==> config.mk <==
export PLATFORM = sky130hd
export DESIGN_NAME = pre_scr_deser
export DESIGN_NICKNAME = d
export VERILOG_FILES = /design/src/rtl/pre_scr_deser.sv
export SDC_FILE = /design/constraint.sdc
export NUM_CORES = 1
export LEC_CHECK = 0
export CELL_PAD_IN_SITES_DETAIL_PLACEMENT = 0
export CELL_PAD_IN_SITES_GLOBAL_PLACEMENT = 1
export CORE_MARGIN = 1.5
export CORE_UTILIZATION = 25
export CTS_CLUSTER_DIAMETER = 40
export CTS_CLUSTER_SIZE = 8
export DETAILED_ROUTE_END_ITERATION = 10
export GPL_TIMING_DRIVEN = 0
export PLACE_DENSITY_LB_ADDON = 0.1
export REMOVE_ABC_BUFFERS = 1
export SLEW_MARGIN = 20
export SYNTH_ARGS = -nofsm -noshare
export SYNTH_HDL_FRONTEND = slang
export SYNTH_SLANG_ARGS = --single-unit
==> constraint.sdc <==
create_clock -name clk -period 3.4 [get_ports clk]
set_clock_uncertainty 0.2 [all_clocks]
set_input_delay 0.51 -clock clk [delete_from_list [all_inputs] [get_ports clk]]
set_output_delay 0.51 -clock clk [all_outputs]
set_load 0.02 [all_outputs]
==> src/rtl/pre_scr_deser.sv <==
// Transmit-side bit-to-word deserializer feeding the scrambler input FIFO.
// Define PRE_SCR_DESER_MSB_FIRST_EN for MSB-first, right-justified packing.
module pre_scr_deser (
    input  logic        clk,
    input  logic        clk_en,
    input  logic        rst,
    input  logic        bit_in,
    input  logic        bit_wr,
    input  logic        flush,
    output logic        bit_rdy,
    input  logic        scrambled_full,
    output logic        scrambled_wr,
    output logic [63:0] data_out,
    output logic [6:0]  size_out
);

    typedef enum logic {
        FILL = 1'b0,
        PUSH = 1'b1
    } state_t;

    state_t      state;
    state_t      state_nxt;
    logic [6:0]  count;
    logic [6:0]  count_nxt;
    logic [6:0]  fill_cnt;
    logic [63:0] acc;
    logic [63:0] acc_nxt;
    logic [63:0] fill_acc;
    logic [63:0] data_nxt;
    logic [6:0]  size_nxt;
    logic        wr_nxt;
    logic        take;

    assign bit_rdy = (state == FILL);

    always_ff @(posedge clk) begin
        if (rst) begin
            state        <= FILL;
            count        <= 7'd0;
            acc          <= 64'd0;
            data_out     <= 64'd0;
            size_out     <= 7'd0;
            scrambled_wr <= 1'b0;
        end else if (clk_en) begin
            state        <= state_nxt;
            count        <= count_nxt;
            acc          <= acc_nxt;
            data_out     <= data_nxt;
            size_out     <= size_nxt;
            scrambled_wr <= wr_nxt;
        end
    end

    always_comb begin
        state_nxt = state;
        count_nxt = count;
        acc_nxt   = acc;
        data_nxt  = data_out;
        size_nxt  = size_out;
        wr_nxt    = 1'b0;
        take      = bit_wr & (state == FILL);
        fill_cnt  = count + {6'd0, take};
        fill_acc  = acc;

        if (take) begin
`ifdef PRE_SCR_DESER_MSB_FIRST_EN
            fill_acc = {acc[62:0], bit_in};
`else
            fill_acc[count[5:0]] = bit_in;
`endif
        end

        unique case (state)
            FILL: begin
                count_nxt = fill_cnt;
                acc_nxt   = fill_acc;
                // A full word or a flush with buffered bits closes the word
                if (fill_cnt[6] || (flush && (fill_cnt != 7'd0))) begin
                    data_nxt  = fill_acc;
                    size_nxt  = fill_cnt;
                    count_nxt = 7'd0;
                    acc_nxt   = 64'd0;
                    state_nxt = PUSH;
                end
            end
            PUSH: begin
                if (!scrambled_full) begin
                    wr_nxt    = 1'b1;
                    state_nxt = FILL;
                end
            end
            default: state_nxt = FILL;
        endcase
    end

endmodule
==> metrics.yaml, run 1 <==
yosys_warnings: 0
hold_violations: 0
fp.coreArea_um2: 27600
start_util: 0.253
drive_gt1_frac: 0.163
first_iter_violations: 215
hold_class: "flop to flop"
cts.path.max_buffers: 2
setup_violations: 0
fmax_mhz: 304
vdd_drop_max_mv: 0.223
ctsHoldBuffers: 0
arrival_ns: 3.40
avgRoutedWirePerCell_um: 15.5
die_h_um: 170
grt_util_all_layers: 0.132
syn-cell-area_um2: 6980
postLayoutCoreUtil: 0.319
first_global_vias: 5469
max-cap-violations: 0
layout_setup_ws_ns: 0.107
place.gp.congestion: 0.680
grt_pass1_wl_mm: 29.3
fin_crit_sh: 0.968
worstSetupPathType: "input pin to flop"
via_count: 5352
clockRootBuffer: "clkbuf_16"
fin_crit_ns: 3.29
clk_latency_ns: 0.43
clkTransAtPathRegs_ns: 0.06
stdcell_count: 1199
powerDensity_nw_per_um2: 447
first_pass_iters: 4
final.fill_count: 2932
clock_sinks: 144
synth_flop_cell: "dfxtp_1"
end_kind: "flop"
synthCells: 763
grt_max_degree: 79
power_mw: 3.95
cts_buffers: 17
area_delta_synth_final_pct: 26.3
async_flop_share: 0
routed_wl_mm: 18.6
core.rowCount: 61
status: "finished, final reports clean"
hpwl_mm: 11.2
crit_path_start_kind: "input pin"
synth.yosys.seq_area_share: 0.413
via_per_inst: 4.46
place.port_buffers: 79
htree_levels: 4
drc: 0
grt_overflow: 0
syn_avg_cell_area_um2: 9.15
ys_types: 49
dpl.cell_count: 1164
cp_max_fo: 18
nNetsFinal: 819
ys_seq_elements: 144
dieWidth_um: 170
multi_input_area_um2: 3830
place_ws_ns: -0.664
slew_headroom: 0.381
drv_slew: 0
antenna_left: 0
worst_pin_slew_ns: 0.926
regArea_um2: 2890
antennaDiodeCount: 0
antenna_found_initial: 0
critPathRequiredTime_ns: 3.51
die-area_um2: 28900
tritoncts: "yes"
synth-edff-count: 0
ioPinCount: 80
p_leak_nw: 3.20
[cell type report]
class                      count  area share
inverter                       4     0.00170
sequential                   144       0.327
timing repair buffer          93       0.120
tap                          378      0.0536
clock inverter                11      0.0133
multi-input combinational    550       0.434
clock buffer                  19      0.0502
[worst max-delay path: stages]
cell	delay [ns]
clkdlybuf4s50_1	0.54
nor2b_1	0.15
ha_1	0.18
ha_2	0.26
nand2_1	0.13
o21a_2	0.30
or3_1	0.44
o211ai_4	0.14
buf_8	0.20
buf_16	0.18
mux2_2	0.34
[power breakdown]
part	leakage [nW]	switching, mW	internal (mW)
Combinational	1.77	0.259	0.137
Clock	0.274	0.759	1.09
Sequential	1.16	0.00927	1.69
Total	3.20	1.03	2.92
[repair_timing]
item / 4_1_cts / 5_1_grt
resized for setup: 2 / 9
setup buffers: 4 / 0
cloned: 0 / 1
pin swaps: 1 / 1
setup endpoints to repair: 85 / 75
[path summary, 6_finish.rpt]
path,startpoint,endpoint,slack [ns],cells after the start
worst min-delay path,acc[7]$_SDFFE_PP0P_,acc[7]$_SDFFE_PP0P_,0.25,2
worst min register to register,acc[7]$_SDFFE_PP0P_,acc[7]$_SDFFE_PP0P_,0.25,2
worst max-delay path,bit_wr,data_out[32]$_SDFFE_PP0P_,0.11,11
worst max register to register,count[4]$_SDFFE_PP0P_,data_out[32]$_SDFFE_PP0P_,0.32,7
[flip-flops by register name, summed over array words and instances (netlist names)]
signal,cells
scrambled_wr,1
state,1
count,7
acc,64
size_out,7
data_out,64
[synthesized netlist by cell type, types with 2 or more instances]
cell type	n	area, µm²
and2_1	2	12.5
buf_12	4	80.1
and3b_1	3	26.3
or3b_2	3	26.3
dfxtp_1	144	2880
nor3_1	53	265
o21a_1	2	15.0
inv_1	4	15.0
or3_1	4	25.0
nor2_1	70	263
mux2_4	39	586
xnor2_1	2	17.5
nand3b_1	8	60.1
buf_2	6	30.0
clkbuf_1	49	184
nor3b_1	6	45.0
o21ai_0	69	345
mux2i_1	67	671
ha_1	2	25.0
nand2b_1	8	50.1
nor2b_1	71	444
nand2_1	70	263
buf_4	4	30.0
buf_6	2	22.5
a21oi_1	5	25.0
a31oi_1	2	12.5
mux2_2	27	304
nand3_1	15	75.1
nor4_1	2	12.5
[stage by stage]
| step | hold slack, ns | setup TNS (ns) | instance area, µm² |
|---|---|---|---|
| floorplan | 0.224 | -144.12 | 6630 |
| global placement | 0.232 | -808.06 | 7900 |
| detailed placement | 0.241 | -55.02 | 8170 |
| CTS | 0.256 | 0 | 8760 |
| global route | 0.277 | -0.0107 | 8820 |
| finish | 0.250 | 0 | 8820 |
[metal layers]
layer,part of all wire,GRT usage,vias to the layer above
met5,0,0,-
met4,0.0085,0.0362,0
met3,0.030,0.0298,15
met2,0.46,0.218,86
met1,0.50,0.171,2555
li1,-,-,2696
[placed cells by master (no fill, tap or decap), drive strengths merged, types with 2 or more instances in the layout]
master | synthesis | routed
inv | 4 | 4
nor3 | 54 | 54
nor2b | 71 | 71
bufinv | 0 | 2
and3b | 3 | 3
buf | 17 | 16
nor3b | 6 | 6
nand2b | 8 | 8
a31oi | 2 | 3
clkinvlp | 0 | 2
clkinv | 0 | 7
o21a | 2 | 2
dfxtp | 144 | 144
clkbuf | 49 | 19
ha | 2 | 2
nor2 | 70 | 70
mux2i | 67 | 67
xnor2 | 2 | 2
nand3b | 8 | 8
or3b | 3 | 3
or3 | 4 | 4
o21ai | 70 | 70
and2 | 2 | 2
mux2 | 66 | 66
nand3 | 16 | 16
clkdlybuf4s50 | 0 | 77
nand2 | 70 | 70
nor4 | 2 | 2
a21oi | 5 | 5
[cell families after synthesis]
kind of cell | share of synthesized area
simple gates | 0.232
mux | 0.223
buf+inv | 0.0523
fa+ha+maj | 0.00358
xor+xnor | 0.00376
compound gates | 0.0720
flops | 0.413
Note: power is estimated with default switching activity, not from simulation.
==> run 2: changes to the inputs <==
- clock period: 3.4 -> 2.7 ns (I/O delays scaled with it)
==> run 2 against run 1 <==
- the flow now finishes with violations (setup timing)
- global-route usage up 0.75 points
- critical path depth unchanged
- clock-buffer cell count unchanged
- hold slack about the same
- power up 28%
- via count up 0.80%
- cell count up 1.3%
- setup slack worse by 0.22 ns
==> metrics.yaml, run 2 (synthesis results as in run 1) <==
crit_path_start_kind: "input pin"
vdd_drop_max_mv: 0.279  # +25%
die-area_um2: 28900  # unchanged
hold_violations: 0  # unchanged
final_common_cell: "dfxtp_1"
routed_wl_mm: 19.2  # +3.2%
fin_crit_ns: 2.82
nNetsFinal: 835  # +2.0%
first_global_vias: 5598  # +2.4%
rsz0062_at_grt: "yes"
end_kind: "flop"
critPathRequiredTime_ns: 2.81  # -0.70 ns
antenna_found_initial: 0  # unchanged
htree_levels: 4  # unchanged
place.gp.congestion: 0.680  # unchanged
antennaDiodeCount: 0  # unchanged
via_count: 5395  # +0.80%
grt_pass1_wl_mm: 30.7  # +4.8%
status: "finished, violations left"
arrival_ns: 2.93  # -0.47 ns
violations: "setup timing"
p_switching_mw: 1.32  # +28%
avgRoutedWirePerCell_um: 15.8  # +1.8%
core.rowCount: 61  # unchanged
fin_crit_sh: 1.04
largest_registers: "acc (64), data_out (64)"
final_cell_mix: "dfxtp_1 (139), clkdlybuf4s50_1 (76), nor2b_1 (70)"
layout_setup_ws_ns: -0.118  # -0.225 ns
clk_latency_ns: 0.42  # about the same
hold_class: "flop to flop"
hpwl_mm: 11.2  # unchanged
setup_violations: 65  # +65
p_clk_frac: 0.458  # -0.010
drc: 0  # unchanged
setup_tns_ns: -4.67  # -4.67 ns
worstSetupPathType: "input pin to flop"
max-cap-violations: 0  # unchanged
via_per_inst: 4.44  # -0.52%
ioPinCount: 80  # unchanged
area_delta_synth_final_pct: 31.5
fp.coreArea_um2: 27600  # unchanged
drv_slew: 0  # unchanged
postLayoutCoreUtil: 0.332  # +0.0133
combinationalPowerShare: 0.120  # +0.020
drive_gt1_frac: 0.190  # +0.0267
worst_pin_slew_ns: 0.716  # -0.210 ns
antenna_left: 0  # unchanged
p_leak_nw: 3.37  # +5.4%
place.port_buffers: 79  # unchanged
fmax_mhz: 355
cts_buffers: 17  # unchanged
grt_overflow: 0  # unchanged
clockRootBuffer: "clkbuf_16"
seq_power_share: 0.423  # -0.009
r2r_slack_ns: -0.10  # -0.42 ns
dieWidth_um: 170  # unchanged
clkTransAtPathRegs_ns: 0.06  # about the same
first_iter_violations: 234  # +8.8%
final.fill_count: 2907  # -0.85%
die_h_um: 170  # unchanged
powerDensity_nw_per_um2: 552  # +23%
p_int_mw: 3.75  # +28%
tritoncts: "yes"
ctsHoldBuffers: 0  # unchanged
cp_max_fo: 6  # -12
sw_frac_of_total: 0.260  # about the same
cts.path.max_buffers: 2  # unchanged
start_util: 0.253  # unchanged
grt_max_degree: 79  # unchanged
first_pass_iters: 6  # +2
slew_headroom: 0.523  # +0.142
clock_sinks: 144  # unchanged
grt_util_all_layers: 0.139  # +0.00752
## run 2: changes by cell type in the layout (fill, tap and decap cells not counted), moves of 2 or more
cell,before,now
buf_4,6,11
buf_16,7,10
mux2_4,39,47
dfxtp_2,3,1
dfxtp_4,0,4
nand3_1,15,13
dfxtp_1,141,139
buf_12,1,3
mux2_2,27,19
buf_6,1,5
## run 2: power by group through the flow
stage / logic, mW / clock network [mW] / registers, mW
finish: 0.607 / 2.32 / 2.14
global route: 0.656 / 2.49 / 2.14
CTS: 0.601 / 2.41 / 2.14
detailed placement: 0.486 / 0 / 2.19
global placement: 0.416 / 0 / 2.19
floorplan: 0.230 / 0 / 2.19
## run 2: layout make-up
type / instances / area [µm²] / share of cell area
Multi-Input combinational cell: 550 / 3940 / 0.429
Sequential cell: 144 / 2900 / 0.316
Timing Repair Buffer: 109 / 1300 / 0.141
Tap cell: 378 / 473 / 0.0515
Clock buffer: 19 / 443 / 0.0482
Clock inverter: 11 / 118 / 0.0128
Inverter: 4 / 15.0 / 0.00163
## run 2: layer usage
metal | wire length (µm) | track usage | up-vias | share of wire
met2 | 8780 | 0.220 | 75 | 0.46
met4 | 160 | 0.0416 | 0 | 0.0083
li1 | - | - | 2727 | -
met5 | 0 | 0 | - | 0
met3 | 573 | 0.0316 | 14 | 0.030
met1 | 9700 | 0.188 | 2579 | 0.50
## run 2: stage by stage
| stage | setup slack [ns] | std cells | power (mW) | instance area, µm² | hold WS (ns) |
|---|---|---|---|---|---|
| 6_report | -0.118 | 1215 | 5.07 | 9190 | 0.250 |
| 5_1_grt | -0.168 | 1215 | 5.29 | 9190 | 0.277 |
| 4_1_cts | -0.0850 | 1213 | 5.16 | 9100 | 0.256 |
| 3_5_place_dp | -1.26 | 1164 | 2.68 | 8170 | 0.241 |
| 3_3_place_gp | -9.17 | 1154 | 2.61 | 7900 | 0.232 |
| 2_1_floorplan | -2.11 | 697 | 2.42 | 6630 | 0.224 |
## run 2: what timing repair did
| item | CTS | global route |
|---|---|---|
| hold endpoints to repair | 0 | 0 |
| gates resized for setup | 43 | 9 |
| setup endpoints to repair | 142 | 135 |
| buffers inserted | 15 | 1 |
| pin swaps | 5 | 1 |
| gates cloned | 4 | 1 |
## run 2: worst paths after layout
kind,startpoint,end,cells past startpoint
setup / recovery,bit_wr,data_out[48]$_SDFFE_PP0P_,11
hold / removal,acc[23]$_SDFFE_PP0P_,acc[23]$_SDFFE_PP0P_,2
setup reg to reg,state$_SDFFE_PP0P_,data_out[48]$_SDFFE_PP0P_,10
hold reg to reg,acc[23]$_SDFFE_PP0P_,acc[23]$_SDFFE_PP0P_,2
## run 2: worst max-delay path, stage by stage
cell and delay, ns:
dlygate4sd2_1 0.29, nor2b_1 0.15, ha_2 0.19, ha_4 0.18, nor3_2 0.13, a31oi_2 0.07, or4_4 0.56, o211ai_4 0.26
buf_12 0.20, clkbuf_16 0.16, mux2_2 0.32
